## src/rtl/board_input_debounce.sv

```systemverilog
// Per-bit 2-flop synchronizer and counting debouncer for board KEY/SW pins,
// with optional sticky edge capture and interrupt (macro BOARD_INPUT_IRQ_EN).
module board_input_debounce #(
  parameter int             W               = 22,
  parameter int             DEBOUNCE_CYCLES = 500000,
  parameter logic [W-1:0]   INIT_VAL        = {W{1'b0}}
) (
  input  logic         clk,
  input  logic         reset_n,
  input  logic [W-1:0] raw_in,
  output logic [W-1:0] clean_out,
  output logic [W-1:0] edge_flags,
  input  logic         clear_strobe,
  input  logic [W-1:0] clear_mask,
  input  logic [W-1:0] irq_mask,
  output logic         irq
);

  localparam int CW = (DEBOUNCE_CYCLES < 1) ? 1 : $clog2(DEBOUNCE_CYCLES + 1);
  // The toggle fires on the edge the count would reach DEBOUNCE_CYCLES,
  // so the register itself never holds more than DEBOUNCE_CYCLES-1.
  localparam logic [CW-1:0] CNT_LAST = CW'(DEBOUNCE_CYCLES - 1);

  logic [W-1:0] w_toggle;

  genvar gi;
  generate
    for (gi = 0; gi < W; gi++) begin : g_bit
      logic          r_meta;
      logic          r_sync;
      logic          r_clean;
      logic [CW-1:0] r_cnt;
      logic          w_differ;

      assign w_differ     = (r_sync != r_clean);
      assign w_toggle[gi] = w_differ && (r_cnt == CNT_LAST);
      assign clean_out[gi] = r_clean;

      always_ff @(posedge clk or negedge reset_n) begin
        if (!reset_n) begin
          r_meta  <= INIT_VAL[gi];
          r_sync  <= INIT_VAL[gi];
          r_clean <= INIT_VAL[gi];
          r_cnt   <= '0;
        end else begin
          r_meta <= raw_in[gi];
          r_sync <= r_meta;
          if (!w_differ) begin
            r_cnt <= '0;
          end else if (w_toggle[gi]) begin
            r_cnt   <= '0;
            r_clean <= ~r_clean;
          end else begin
            r_cnt <= r_cnt + 1'b1;
          end
        end
      end
    end
  endgenerate

`ifdef BOARD_INPUT_IRQ_EN
  logic [W-1:0] r_flags;
  logic [W-1:0] w_clear;

  assign w_clear = clear_strobe ? clear_mask : '0;

  // A toggle on the same edge as a clear keeps the flag set.
  always_ff @(posedge clk or negedge reset_n) begin
    if (!reset_n) begin
      r_flags <= '0;
    end else begin
      r_flags <= (r_flags & ~w_clear) | w_toggle;
    end
  end

  assign edge_flags = r_flags;
  assign irq        = |(r_flags & irq_mask);
`else
  logic w_unused_cfg;

  assign w_unused_cfg = ^{clear_strobe, clear_mask, irq_mask};
  assign edge_flags   = '0;
  assign irq          = 1'b0;
`endif

endmodule
```

## config.mk

```make
export PLATFORM = sky130hd
export DESIGN_NAME = board_input_debounce
export DESIGN_NICKNAME = d
export VERILOG_FILES = /design/src/rtl/board_input_debounce.sv
export SDC_FILE = /design/constraint.sdc
export NUM_CORES = 1
export LEC_CHECK = 0
export ABC_CLOCK_PERIOD_IN_PS = 6600
export BUFFER_PORTS_ARGS = -buffer_cell sky130_fd_sc_hd__buf_2
export CORE_ASPECT_RATIO = 1.25
export CORE_MARGIN = 1
export CORE_UTILIZATION = 39
export CTS_BUF_LIST = sky130_fd_sc_hd__clkbuf_4 sky130_fd_sc_hd__clkbuf_8
export CTS_CLUSTER_SIZE = 24
export DETAILED_ROUTE_END_ITERATION = 8
export GPL_ROUTABILITY_DRIVEN = 0
export PLACE_DENSITY_LB_ADDON = 0.3
export SKIP_CTS_REPAIR_TIMING = 1
export SLEW_MARGIN = 20
export SYNTH_ARGS = -nofsm -noshare
export SYNTH_HDL_FRONTEND = slang
export SYNTH_SLANG_ARGS = --single-unit
```

## constraint.sdc

```tcl
create_clock -name clk -period 6.6 [get_ports clk]
set_input_delay 1.32 -clock clk [delete_from_list [all_inputs] [get_ports clk]]
set_output_delay 1.32 -clock clk [all_outputs]
set_load 0.02 [all_outputs]
```

# Word-level counts from Yosys, hierarchy flattened
# Index checks and enable logic that the tools add are counted.
[word_totals]
inputBits = 69
regBits = 484
output_inout_bits = 45
word_cells = 264
[op_classes]
reduce_logical = 44
add_sub_neg = 22
eq_ne = 44
mux = 44
bitwise = 22
[ops]
columns = ["op", "n"]
rows = [
  ["$mux 19", 44],
  ["$add 19x1->19 const B", 22],
  ["$eq 19x19->1 const B", 22],
  ["$reduce_and 2->1", 22],
  ["$logic_and 1x1->1", 22],
  ["$ne 1x1->1", 22],
  ["$not 1->1", 22],
]

# Longest topological paths before layout
[logic_depth]
ltp_word = 4
depth_mapped = 6
ltp_nobuf = 5

# Worst setup path before layout
# No wires, ideal clock.
[synth_timing]
path_type = "register -> register"
start = "reg g_bit[21].r_cnt[9]"
end = "reg g_bit[21].r_clean"
required_time_ns = 6.475
stages_incl_launch_ff = 5
setup_slack_ns = 4.539
n_path_buf = 0
t_arrival_ns = 1.936
setup_ns = 0.125
period_less_slack_ns = 2.061
cell_sequence = "dfrtp_1 > or4b_1 > or4_4 > nor2_1 > mux2_2"
[synth_via]
elab_chain_len = 3
[synth_rtl]
columns = ["element", "line", "source"]
rows = [
  ["start, declared", "32", "logic [CW-1:0] r_cnt;"],
  ["start signal, assigned", "54", "r_cnt <= r_cnt + 1'b1;"],
  ["$eq 19x19->1", "36", "assign w_toggle[gi] = w_differ && (r_cnt == CNT_LAST);"],
  ["$logic_and 1x1->1", "36", ""],
  ["$reduce_and 2->1 (no line)", "n/a", ""],
  ["end signal, assigned", "43", "r_clean <= INIT_VAL[gi];"],
  ["end signal, assigned", "52", "r_clean <= ~r_clean;"],
  ["end, declared", "31", "logic r_clean;"],
]
# Every way passes these cells.
# A chain may end at the register's enable or synchronous reset.

# Worst setup path in the final report
[layout_timing]
start = "reg g_bit[4].r_clean"
end = "out clean_out[4]"
[layout_lines]
columns = ["element", "line", "source"]
rows = [
  ["start, declared", "31", ""],
  ["start signal, assigned", "43", ""],
  ["start signal, assigned", "52", ""],
  ["end, declared", "11", "output logic [W-1:0] clean_out,"],
]
# No word-level cell between the ends.

==> impl_metrics.toml <==
[routing]
vias = 16900
drt-initial-drc-count = 883
dr.pass1.iters = 7
drc = 0
vias_per_cell = 5.23
drtAntennaViolNets = 0
wirelength_um = 44200
drt-wirelength-per-cell_um = 13.7

[sta]
max_slew_margin = 0.408
finalCriticalPeriod_ns = 2.64
fin_skew_ns = 0.0343
finalMaxSlewViolations = 0
fmax_mhz = 379
hold_slack_ns = 0.316
fin_setup_tns_ns = 0
setup_viol = 0
hold_viol = 0
post-route-period-util = 0.399
worst_pin_slew_ns = 0.887
rsz0062_at_grt = "no"

[flow_run]
drv_cap = 0

[worst_setup_path]
cpMaxStageDelayCell = "dfrtp_1"
critPathKind = "flop to primary output"
r2r-end = "g_bit[7].r_cnt[18]$_DFF_PN0_"
crit_chain = "buf_2"
cpLargestDelayFamily = "flip-flops"
r2r_start = "g_bit[7].r_cnt[0]$_DFF_PN0_"
arrival_ns = 1.32
cp-start-kind = "flop"
rrSetupSlack_ns = 4.31
reg2reg_depth = 5
crit_path_max_incr_delay_ns = 0.46
worst-path-max-fanout = 3
cp.required_ns = 5.28
crit_path_end_kind = "primary output"
path_buf_inv = 1

[global_routing]
grt_start_max_net_pins = 165
grt_pass1_vias = 17300
antenna_found_initial = 2
grt.total_usage = 0.148
grt_pass1_wl_um = 78800
grt_overflow_total = 0

[floorplanning]
rows = 100
initial_utilization = 0.395
core-area_um2 = 59700
dieArea_um2 = 61400
die_w_um = 222
ios = 114
die_height_um = 277

[clock_tree]
clk_pin_slew_ns = 0.06
clock_path_buffers = 3
root_buffer = "clkbuf_8"
numCtsBuffers = 82
clk_latency_ns = 0.66
cts_tree = "done"
cts_sinks = 484
htreeDepth = 3

[yosys]
synth_edf_count = 0
ys_async_sr_fraction = 1.00
synth-seq-area-share = 0.514
netlist_instances = 2339
synth_cell_type_count = 55
ys_warn_count = 0
synth.cell_area_um2 = 23600
synth_top_area_frac = 0.514
yosysTopAreaCell = "dfrtp_1"
synth_flop_cell = "dfrtp_1"
avgSynthCellArea_um2 = 10.1
synth_area_leaders = "dfrtp_1, xnor2_1, nor2_1, xor2_1, nand4_1"
synth_seq_cells = 484

[worst_hold_path]
min-delay-start = "g_bit[8].r_meta$_DFF_PN0_"
hold_end = "g_bit[8].r_sync$_DFF_PN0_"
hold_depth = 0
hold_class = "flop to flop"

[pwr]
power_density_nw_per_um2 = 235
leakage_uw = 0.0104
vdd.ir_drop.worst_mv = 0.103

[final_layout]
seq_area_um2 = 12100
area_growth_pct = 10.9
final_cell_mix = "dfrtp_1, nor2_1, xnor2_1"
instances_no_fill = 3236
drive_above_1_share = 0.118
layout_commonest_cell = "dfrtp_1"
nFillCells = 5677
multiInputGateArea_um2 = 10600
final_nets = 2495

[placement]
hpwl_um = 28600
port_buffers = 45
dp.cells = 3085

[status]
outcome = "finished, final reports clean"
-- per-stage QoR --
stage | utilization | setup WS [ns] | area (um^2) | total power [uW]
floorplan | - | 4.54 | 23600 | 3230
global placement | 0.407 | 3.72 | 24300 | 3310
detailed placement | 0.407 | 3.67 | 24300 | 3320
CTS | 0.438 | 3.91 | 26100 | 6290
global route | 0.438 | 3.93 | 26100 | 6450
finish | 0.438 | 3.96 | 26100 | 6140
-- cells by family (layout without fill, tap and decap cells) --
family	after synthesis	in the layout	synth area share
AO/OA/AOI/OAI	201	201	0.0563
XOR/XNOR	305	305	0.113
adder cells (fa/ha/maj)	22	22	0.0117
buffers and inverters	178	287	0.0403
flip-flops	484	484	0.514
multiplexers	24	24	0.0114
other	1	24	0.000159
AND/OR/NAND/NOR	1124	1124	0.253
-- how the worst max path moves through the flow --
stage,startpoint,endpoint,slack (ns),cells past startpoint
final,g_bit[4].r_clean$_DFFE_PN0P_,clean_out[4],3.96,1
after global routing,g_bit[0].r_clean$_DFFE_PN0P_,clean_out[0],3.93,1
after CTS,g_bit[4].r_clean$_DFFE_PN0P_,clean_out[4],3.91,1
after detailed placement,reset_n,g_bit[1].r_cnt[11]$_DFF_PN0_,3.67,2
after global placement,reset_n,g_bit[15].r_cnt[7]$_DFF_PN0_,3.72,2
after floorplan,g_bit[21].r_cnt[9]$_DFF_PN0_,g_bit[21].r_clean$_DFFE_PN0P_,4.54,4
-- registers in the layout, indices dropped and copies added, names as in the netlist --
register / flops
g_bit.r_sync: 22
g_bit.r_meta: 22
g_bit.r_cnt: 418
g_bit.r_clean: 22
-- report_power, final --
part           leakage, uW  internal (uW)  switching [uW]  total, uW
sequential         0.00661           3020            44.0       3060
clock             0.000960           1650            1240       2890
combinational      0.00281           49.9             145        195
total               0.0104           4720            1430       6140
-- Yosys cell counts (17+ instances only) --
cell type	n
nor3_1	68
xor2_1	100
or4_1	56
or4b_1	17
nor2_1	381
and3_1	20
xnor2_1	205
a21oi_1	90
nor4_1	59
mux2_2	22
clkbuf_1	21
or3_1	50
ha_1	22
and4_1	18
nand3_1	130
nand2_1	116
inv_1	87
dfrtp_1	484
o31ai_1	37
buf_4	45
nand4_1	113
o21ai_0	36
-- layer usage --
layer / global-route usage / vias to the layer above / routed length (um)
met2: 0.263 / 218 / 22300
li1: - / 8319 / -
met3: 0.0276 / 69 / 1540
met5: 0 / - / 9
met1: 0.176 / 8332 / 19400
met4: 0.0586 / 2 / 967
-- cell type report --
type,instances,share of cell area
flip-flops and latches,484,0.463
multi-input cells,1699,0.407
clock buffers,130,0.0639
well taps,765,0.0366
inverters,87,0.0125
repair buffers,50,0.0114
clock inverters,20,0.00546
diodes,1,0.0000958
Power figures use the tool's default switching activity.
